<file path="src/rtl/slink_pkg.sv">
// Shared types and constants for the SLINK transmit MAC.
// Holds the FSM state enum, FIFO word bit indices, CRC polynomial and byte bundle.
package slink_pkg;

    localparam int SOP_BIT = 17;
    localparam int EOP_BIT = 16;

    localparam logic [15:0] CRC16_POLY = 16'h1021;

    typedef enum logic [3:0] {
        S_IDLE,
        S_WAIT,
        S_HI,
        S_LO,
        S_NEXT,
        S_CRC_H,
        S_CRC_L,
        S_GAP,
        S_DROP
    } state_e;

    typedef struct packed {
        logic       dval;
        logic       sop;
        logic       eop;
        logic [7:0] data;
    } slink_byte_t;

endpackage

</file>
<file path="src/rtl/slink_crc16.sv">
// Combinational byte-wise CRC-16 next-state function (MSB first, no reflection).
// Ports: crc_in current CRC, data_in byte to absorb, crc_out updated CRC.
module slink_crc16
    import slink_pkg::*;
(
    input  logic [15:0] crc_in,
    input  logic [7:0]  data_in,
    output logic [15:0] crc_out
);

    logic [15:0] c;

    always_comb begin
        c = crc_in ^ {data_in, 8'h00};
        for (int i = 0; i < 8; i++) begin
            c = c[15] ? ((c << 1) ^ CRC16_POLY) : (c << 1);
        end
        crc_out = c;
    end

endmodule

</file>
<file path="src/rtl/slink_mactx.sv">
// SLINK transmit MAC: pops 18-bit FIFO words, serialises bytes with CRC-16 trailer.
// Ports: tx FIFO pop/data/empty, PCS byte dval/sop/eop/data with rdy, eop/err pulses, busy.
module slink_mactx
    import slink_pkg::*;
#(
    parameter int          MAX_WORDS = 512,
    parameter int          IFG_LEN   = 12,
    parameter logic [15:0] CRC_INIT  = 16'hFFFF
) (
    input  logic        clk_125m,
    input  logic        rst_125m,
    input  logic        tx_en,
    input  logic        txfifo_mactx_empty,
    output logic        mactx_txfifo_rdreq,
    input  logic [17:0] txfifo_mactx_data,
    input  logic        pcstx_mactx_rdy,
    output logic        mactx_pcstx_dval,
    output logic        mactx_pcstx_sop,
    output logic        mactx_pcstx_eop,
    output logic [7:0]  mactx_pcstx_data,
    output logic        slink_tx_eop,
    output logic        slink_tx_err,
    output logic        tx_busy
);

    localparam int CW = $clog2(MAX_WORDS + 1);
    localparam int GW = (IFG_LEN > 1) ? $clog2(IFG_LEN) : 1;
    localparam logic [CW-1:0] MAXW = CW'(MAX_WORDS);
    localparam logic [GW-1:0] GAPL = GW'(IFG_LEN - 1);

    state_e        state_q, state_d;
    logic [16:0]   word_q, word_d;
    logic [15:0]   crc_q, crc_d, crc_nxt;
    logic [CW-1:0] cnt_q, cnt_d, cnt_inc;
    logic [GW-1:0] gap_q, gap_d;
    logic          in_pkt_q, in_pkt_d;
    logic          first_q, first_d;
    logic          corrupt_q, corrupt_d;
    logic          pend_q, pend_d;

    logic        fifo_sop, fifo_eop, overlen;
    logic [7:0]  crc_byte;
    logic        rdreq_c, err_c, eop_c;
    slink_byte_t tx_byte;

    assign fifo_sop = txfifo_mactx_data[SOP_BIT];
    assign fifo_eop = txfifo_mactx_data[EOP_BIT];
    assign crc_byte = (state_q == S_LO) ? word_q[7:0] : word_q[15:8];
    assign cnt_inc  = cnt_q + CW'(1);
    // Word limit reached without an eop: packet is cut short and poisoned.
    assign overlen  = !word_q[EOP_BIT] && (cnt_inc == MAXW);

    slink_crc16 u_crc (
        .crc_in  (crc_q),
        .data_in (crc_byte),
        .crc_out (crc_nxt)
    );

    always_ff @(posedge clk_125m) begin
        if (!rst_125m) begin
            state_q   <= S_IDLE;
            word_q    <= '0;
            crc_q     <= CRC_INIT;
            cnt_q     <= '0;
            gap_q     <= '0;
            in_pkt_q  <= 1'b0;
            first_q   <= 1'b0;
            corrupt_q <= 1'b0;
            pend_q    <= 1'b0;
        end else begin
            state_q   <= state_d;
            word_q    <= word_d;
            crc_q     <= crc_d;
            cnt_q     <= cnt_d;
            gap_q     <= gap_d;
            in_pkt_q  <= in_pkt_d;
            first_q   <= first_d;
            corrupt_q <= corrupt_d;
            pend_q    <= pend_d;
        end
    end

    always_comb begin
        state_d   = state_q;
        word_d    = word_q;
        crc_d     = crc_q;
        cnt_d     = cnt_q;
        gap_d     = gap_q;
        in_pkt_d  = in_pkt_q;
        first_d   = first_q;
        corrupt_d = corrupt_q;
        pend_d    = pend_q;
        unique case (state_q)
            S_IDLE: begin
                if (tx_en && !txfifo_mactx_empty) state_d = S_WAIT;
            end
            S_WAIT: begin
                word_d = txfifo_mactx_data[16:0];
                if (!in_pkt_q && !fifo_sop) begin
                    // A stray eop word already closes the bad frame.
                    state_d = fifo_eop ? S_IDLE : S_DROP;
                end else begin
                    first_d  = !in_pkt_q;
                    in_pkt_d = 1'b1;
                    state_d  = S_HI;
                end
            end
            S_HI: begin
                if (pcstx_mactx_rdy) begin
                    crc_d   = crc_nxt;
                    state_d = S_LO;
                end
            end
            S_LO: begin
                if (pcstx_mactx_rdy) begin
                    crc_d   = crc_nxt;
                    cnt_d   = cnt_inc;
                    first_d = 1'b0;
                    if (word_q[EOP_BIT]) begin
                        state_d = S_CRC_H;
                    end else if (overlen) begin
                        corrupt_d = 1'b1;
                        state_d   = S_CRC_H;
                    end else begin
                        state_d = S_NEXT;
                    end
                end
            end
            S_NEXT: begin
                if (!txfifo_mactx_empty) state_d = S_WAIT;
            end
            S_CRC_H: begin
                if (pcstx_mactx_rdy) state_d = S_CRC_L;
            end
            S_CRC_L: begin
                if (pcstx_mactx_rdy) begin
                    crc_d    = CRC_INIT;
                    cnt_d    = '0;
                    gap_d    = '0;
                    in_pkt_d = 1'b0;
                    state_d  = S_GAP;
                end
            end
            S_GAP: begin
                if (gap_q == GAPL) begin
                    gap_d     = '0;
                    corrupt_d = 1'b0;
                    state_d   = corrupt_q ? S_DROP : S_IDLE;
                end else begin
                    gap_d = gap_q + GW'(1);
                end
            end
            S_DROP: begin
                // pend_q marks the cycle the popped word is on the FIFO bus.
                if (pend_q) begin
                    pend_d = 1'b0;
                    if (fifo_eop) state_d = S_IDLE;
                end else if (!txfifo_mactx_empty) begin
                    pend_d = 1'b1;
                end
            end
            default: state_d = S_IDLE;
        endcase
    end

    always_comb begin
        tx_byte = '0;
        rdreq_c = 1'b0;
        err_c   = 1'b0;
        eop_c   = 1'b0;
        unique case (state_q)
            S_IDLE: rdreq_c = tx_en && !txfifo_mactx_empty;
            S_WAIT: err_c = !in_pkt_q && !fifo_sop;
            S_HI: begin
                tx_byte.dval = 1'b1;
                tx_byte.sop  = first_q;
                tx_byte.data = word_q[15:8];
            end
            S_LO: begin
                tx_byte.dval = 1'b1;
                tx_byte.data = word_q[7:0];
                err_c        = pcstx_mactx_rdy && overlen;
            end
            S_NEXT: rdreq_c = !txfifo_mactx_empty;
            S_CRC_H: begin
                tx_byte.dval = 1'b1;
                tx_byte.data = crc_q[15:8] ^ {8{corrupt_q}};
            end
            S_CRC_L: begin
                tx_byte.dval = 1'b1;
                tx_byte.eop  = 1'b1;
                tx_byte.data = crc_q[7:0] ^ {8{corrupt_q}};
                eop_c        = pcstx_mactx_rdy;
            end
            S_DROP: rdreq_c = !pend_q && !txfifo_mactx_empty;
            default: ;
        endcase
    end

    // Input-driven outputs are forced low while reset is held.
    assign mactx_txfifo_rdreq = rdreq_c && rst_125m;
    assign slink_tx_err       = err_c && rst_125m;
    assign slink_tx_eop       = eop_c && rst_125m;
    assign mactx_pcstx_dval   = tx_byte.dval;
    assign mactx_pcstx_sop    = tx_byte.sop;
    assign mactx_pcstx_eop    = tx_byte.eop;
    assign mactx_pcstx_data   = tx_byte.data;
    assign tx_busy            = (state_q != S_IDLE);

endmodule

</file>
<file path="config.mk">
export PLATFORM = sky130hd
export DESIGN_NAME = slink_mactx
export DESIGN_NICKNAME = d
export VERILOG_FILES = /design/src/rtl/slink_pkg.sv /design/src/rtl/slink_crc16.sv /design/src/rtl/slink_mactx.sv
export SDC_FILE = /design/constraint.sdc
export NUM_CORES = 1
export LEC_CHECK = 0
export ABC_AREA = 1
export BUFFER_PORTS_ARGS = -buffer_cell sky130_fd_sc_hd__buf_2
export CORE_UTILIZATION = 40
export DETAILED_ROUTE_END_ITERATION = 10
export GPL_ROUTABILITY_DRIVEN = 0
export PLACE_DENSITY = 0.65
export SYNTH_ARGS = -nofsm -noshare
export SYNTH_HDL_FRONTEND = slang
export SYNTH_SLANG_ARGS = --single-unit
</file>
<file path="constraint.sdc">
create_clock -name clk_125m -period 1.9 [get_ports clk_125m]
set_input_delay 0.38 -clock clk_125m [delete_from_list [all_inputs] [get_ports clk_125m]]
set_output_delay 0.38 -clock clk_125m [all_outputs]
set_load 0.01 [all_outputs]
</file>
==> metrics.md, run 1 <==
| Metric | Value |
|---|---|
| Status | `complete, but fails checks` |
| Failing checks | `setup timing` |
| Worst setup EP type | `output pin` |
| Final Critical Period | `2.14 ns` |
| Vias | `3697` |
| Seq/Total Area, Yosys | `32.4%` |
| Worst Setup SP | `state_q[1]` |
| Die X | `94.1 microns` |
| Vias/cell | `5.24` |
| Relative slew slack | `54.0%` |
| Req. time, crit path | `1.52 ns` |
| Setup crit start kind | `flip-flop` |
| DR iter-0 viols | `226` |
| Setup slack at placement | `-0.0632 ns` |
| Cells after DPL | `672` |
| H-tree depth | `2` |
| Setup WS post-layout | `-0.245 ns` |
| Slew Viols, Final | `0` |
| Die area | `8860 sq um` |
| Hold Crit Start | `txfifo_mactx_data[0]` |
| Yosys reg bits | `55` |
| Number of library cell types mapped by synthesis | `37` |
| Antenna Cells | `0` |
| Achievable clock frequency | `466 MHz` |
| Post-Synthesis Cells | `513` |
| Root Buffer | `clkbuf_8` |
| Clock sink count | `55` |
| Multi-input logic area | `2380 sq um` |
| Reg clk slew, reported paths | `0.10 ns` |
| Mapped Avg Cell Area | `6.62 sq um` |
| Count of boundary I/O pins | `38` |
| TritonCTS clock tree | `done` |
| Overflow after GRT | `0` |
| Class of the most critical setup path | `flip-flop to output pin` |
| Wire per inst | `14.5 microns` |
| Max-Cap Viols | `0` |
| VDD IR max | `0.475 mV` |
| Reg area | `1120 sq um` |
| DR pass1 iterations | `5` |
| Total track usage | `21.7%` |
| Largest net degree at the start of global routing | `31` |
| Routed Antenna Nets | `0` |
| Initial antenna violation count | `0` |
| Critical R2R Launch | `state_q[2]` |
| Worst hold-check path type | `input port to flip-flop` |
| Layout Cells excl Fill | `705` |
| Cts bufs inserted | `5` |
| Area Overhead vs Synth | `43.3%` |
| Nets@finish | `625` |
| # DRC | `0` |
| Power Density | `904 nW/um^2` |
| Critical-path maximum fanout | `8` |
| RSZ-0062 raised after global routing | `yes` |
| Share of layout cells above drive strength 1 | `39.2%` |
| Pleak | `0.00225 uW` |
| Placed wire-length estimate | `6340 microns` |
| Row count | `33` |
| Initial core utilization | `41.3%` |
| IO buf count | `37` |
| Worst Skew | `0.0110 ns` |
| CP arrival | `1.76 ns` |
| Core ar. | `8220 sq um` |
| DIE HEIGHT | `94.1 microns` |
| Final setup fails | `22` |
| Number of global-route vias before repair | `3326` |
| Final WL | `10300 microns` |
| Crit share post-route | `113%` |
| Clk Latency, worst-skew pair | `0.31 ns` |
| FILL cells | `703` |
| Cell area after synthesis | `3400 sq um` |
| Yosys warnings | `0` |
| Final Hold Fails | `0` |
| Total nets after synthesis | `539` |
| Slew @ Worst Pin | `0.690 ns` |
| First-pass GRT wire length | `15200 microns` |
| Longest Clk Path Bufs | `2` |
==> stage by stage <==
| stage | hold slack [ns] | utilization (%) | area, sq um | setup TNS, ns | power, uW |
|---|---|---|---|---|---|
| after floorplan | 0.437 | - | 3400 | 0 | 2580 |
| after global placement | 0.452 | 47.5 | 3900 | 0 | 3010 |
| after detailed placement | 0.465 | 47.5 | 3900 | -0.148 | 3030 |
| after CTS | 0.284 | 53.4 | 4390 | -2.28 | 4070 |
| after global routing | 0.283 | 59.2 | 4870 | -5.02 | 4660 |
| final | 0.283 | 59.2 | 4870 | -2.57 | 4400 |
==> metal layers <==
layer	track usage, %	vias to the layer above	part of all wire, %
met1	28.2	1731	43
met2	37.0	128	49
met5	0	-	0
li1	-	1803	-
met4	6.03	0	3.0
met3	3.32	35	4.4
==> synthesized netlist by cell type, drive strengths merged <==
master / instances / area (sq um)
xnor2: 1 / 8.76
nor2: 46 / 183
nand2: 138 / 561
xnor3: 1 / 22.5
ha: 3 / 37.5
clkbuf: 12 / 46.3
dfxtp: 55 / 1100
o31ai: 1 / 7.51
or2: 4 / 25.0
nand3b: 2 / 15.0
a211oi: 1 / 7.51
o221ai: 5 / 43.8
buf: 5 / 55.1
o22ai: 1 / 6.26
nor3: 1 / 5.00
nand4: 3 / 18.8
o211ai: 10 / 75.1
a21oi: 36 / 180
a32oi: 1 / 8.76
inv: 75 / 282
xor2: 17 / 194
clkinv: 3 / 11.3
o21ai: 53 / 307
nand3: 39 / 195
==> worst max-delay path: stages, from the launching register on <==
cell	delay [ns]
dfxtp_2	0.35
inv_2	0.06
nor2_4	0.12
buf_6	0.11
buf_6	0.09
inv_4	0.04
nor2_4	0.12
inv_4	0.05
buf_8	0.14
o221ai_1	0.20
buf_2	0.17
==> cells in the final DEF, fill, tap and decap left out, types with 2 or more instances in the layout <==
cell type	instances
nand2_1	101
inv_1	65
dfxtp_1	44
buf_4	41
buf_2	34
a21oi_1	31
nand3_1	30
o21ai_0	30
nor2_1	28
nand2_2	27
nor2_4	13
buf_6	13
o21ai_2	11
o211ai_1	10
xor2_2	10
nand2_4	9
nand3_2	8
inv_2	7
o21ai_4	7
dfxtp_2	7
xor2_1	6
nor2_2	5
o21ai_1	5
clkbuf_8	5
inv_4	4
a21oi_2	4
dfxtp_4	4
o221ai_2	3
or2_4	3
nand4_1	3
buf_12	3
nand3b_1	2
clkinvlp_4	2
ha_1	2
bufinv_16	2
buf_16	2
==> cell families after synthesis <==
family	count (synthesis)	synth area share, %
AND/OR/NAND/NOR	233	29.5
buffers and inverters	95	11.6
adder cells (fa/ha/maj)	3	1.11
XOR/XNOR	19	6.63
AO/OA/AOI/OAI	108	18.7
flip-flops	55	32.4
==> worst paths after layout <==
check | endpoint | slack, ns | cells past startpoint
worst max-delay path | mactx_pcstx_data[6] | -0.24 | 10
worst min-delay path | word_q[0] | 0.28 | 3
worst min register to register | gap_q[3] | 0.48 | 2
worst max register to register | crc_q[0] | -0.11 | 13
==> power breakdown <==
group | leakage [uW] | internal, uW | total (uW) | switching [uW]
combinational | 0.00173 | 779 | 2010 | 1230
clock | 0.0000654 | 527 | 926 | 398
sequential | 0.000454 | 1350 | 1470 | 121
==> timing repair <==
item                       in CTS  in global routing
hold buffers                    0                  0
setup buffers                  11                 10
setup endpoints to repair      12                 51
pin swaps                      15                 31
resized for setup              76                 94
cloned                          2                  3
==> sequential cells by signal, summed over array words and instances, names as in the netlist <==
register / count
first_q: 1
cnt_q: 10
in_pkt_q: 1
corrupt_q: 1
crc_q: 16
word_q: 17
state_q: 4
gap_q: 4
pend_q: 1
==> final cells by class <==
class	count	share of cell area [%]
clock inverters	2	1.23
multi-input cells	363	49.0
repair inverters	1	0.154
repair buffers	95	16.0
well taps	105	2.70
inverters	78	6.30
clock buffers	6	1.49
flip-flops and latches	55	23.1
No activity file was read; power rests on OpenSTA's default activity.
==> run 2, diff against run 1 <==
Settings changed: PLACE_DENSITY 0.65 to 0.66.
==> metrics.md, run 2 (synthesis gave the netlist of run 1 again) <==
| Metric | Value |
|---|---|
| Share of layout cells above drive strength 1 | `40.0%` |
| TritonCTS clock tree | `done` |
| # DRC | `0` |
| Placed wire-length estimate | `6320 microns` |
| H-tree depth | `2` |
| Pleak | `0.00231 uW` |
| Achievable clock frequency | `459 MHz` |
| Status | `complete, but fails checks` |
| Setup WS post-layout | `-0.278 ns` |
| Placed Instance Area | `3870 sq um` |
| VDD IR max | `0.543 mV` |
| Final Critical Period | `2.18 ns` |
| Vias/cell | `5.30` |
| Nets@finish | `632` |
| Row count | `33` |
| Failing checks | `setup timing` |
| Worst setup EP type | `output pin` |
| Max-Cap Viols | `0` |
| Final setup fails | `29` |
| Initial core utilization | `41.3%` |
| Count of boundary I/O pins | `38` |
| Die X | `94.1 microns` |
| Longest Clk Path Bufs | `2` |
| RSZ-0062 raised after global routing | `yes` |
| Regs by FF count | `word_q (17), crc_q (16), cnt_q (10)` |
| DR pass1 iterations | `5` |
| Largest register by flop count | `word_q` |
| Finished Core Util | `60.3%` |
| Worst Skew | `0.0174 ns` |
| Largest net degree at the start of global routing | `27` |
| Class of the most critical setup path | `flip-flop to output pin` |
| Antenna Cells | `0` |
| Req. time, crit path | `1.52 ns` |
| Reg clk slew, reported paths | `0.11 ns` |
| Core ar. | `8220 sq um` |
| Routed Antenna Nets | `0` |
| Final Hold Fails | `0` |
| Clock sink count | `55` |
| Total track usage | `22.1%` |
| Root Buffer | `clkbuf_8` |
| Most common cell after layout, fill and taps aside | `nand2_1` |
| Critical-path maximum fanout | `4` |
| CP arrival | `1.80 ns` |
| First-pass GRT wire length | `15600 microns` |
| Vias | `3773` |
| Post-CTS Hold Buffers | `0` |
| Setup crit start kind | `flip-flop` |
| IO buf count | `37` |
| Max FFs per register | `17` |
| Setup slack at placement | `-0.0226 ns` |
| Number of global-route vias before repair | `3375` |
| Relative slew slack | `54.4%` |
| Crit share post-route | `115%` |
| Overflow after GRT | `0` |
| Power Density | `877 nW/um^2` |
| Clk Latency, worst-skew pair | `0.32 ns` |
| Die area | `8860 sq um` |
| Area Overhead vs Synth | `45.9%` |
| DR iter-0 viols | `293` |
| Finished layout cell area | `4950 sq um` |
| Wire per inst | `15.4 microns` |
| FILL cells | `640` |
| DIE HEIGHT | `94.1 microns` |
| Cts bufs inserted | `5` |
| Most frequent cells in the layout | `nand2_1 (101), inv_1 (61), dfxtp_1 (44)` |
| Initial antenna violation count | `0` |
| Worst hold-check path type | `input port to flip-flop` |
| Final WL | `11000 microns` |
| Slew Viols, Final | `0` |
| Slew @ Worst Pin | `0.683 ns` |
run 2: changes by cell type in the layout (fill, tap and decap cells not counted), moves of 3 or more:
cell / change
buf_6: +9
inv_1: -4
nand2_2: -4
nand2_4: +4
nor2_1: +3
o21ai_2: -3
o21ai_4: +3
run 2: layout make-up:
cell class | instances | area, sq um | share of cell area, %
clock buffers | 6 | 82.6 | 1.67
clock inverters | 2 | 16.3 | 0.328
inverters | 78 | 314 | 6.34
multi-input cells | 363 | 2420 | 48.8
flip-flops and latches | 55 | 1130 | 22.8
well taps | 105 | 131 | 2.65
repair buffers | 102 | 856 | 17.3
repair inverters | 1 | 7.51 | 0.152
run 2: metrics by stage:
stage                     hold slack (ns)  TNS, ns  power [uW]  cells
final                               0.279    -4.15        4350    712
after global placement              0.453        0        2970    669
after global routing                0.285    -6.47        4610    712
after floorplan                     0.437        0        2580    513
after CTS                           0.284    -2.38        3810    690
after detailed placement            0.468  -0.0392        3000    669
run 2: worst max-delay path, cell delays in order (launching register included):
cell	delay [ns]
dfxtp_4	0.39
ha_4	0.19
nand2_4	0.08
inv_1	0.06
nand3_1	0.06
nand2_1	0.07
nand2_1	0.07
nand2_1	0.06
nor2_2	0.11
nand4_1	0.08
a21oi_1	0.15
buf_2	0.15
run 2: repair_timing:
item,CTS,global route
endpoints found under the setup margin,12,55
pin swaps,11,50
endpoints found under the hold margin,0,0
cloned,2,4
gates resized for setup,76,117
buffers inserted,11,23
run 2: layer usage:
layer  vias up  GRT usage [%]  share of wire, %
li1       1821              -                 -
met1      1763           28.2                42
met2       154           38.4                49
met3        35           3.40               5.8
met4         0           5.90               3.9
met5         -              0                 0
run 2: path summary, 6_finish.rpt:
path / startpoint / to / slack, ns / cells past startpoint
setup reg to reg: state_q[2] / crc_q[8] / -0.22 / 15
hold / removal: txfifo_mactx_data[1] / word_q[1] / 0.28 / 3
setup / recovery: cnt_q[1] / slink_tx_err / -0.28 / 11
hold reg to reg: gap_q[3] / gap_q[3] / 0.48 / 2
run 2: where the power goes:
part	switching [uW]	leakage (uW)	total, uW	internal, uW
Sequential	123	0.000455	1470	1350
Combinational	1310	0.00181	2160	849
Clock	417	0.0000474	716	299
Total	1850	0.00231	4350	2490
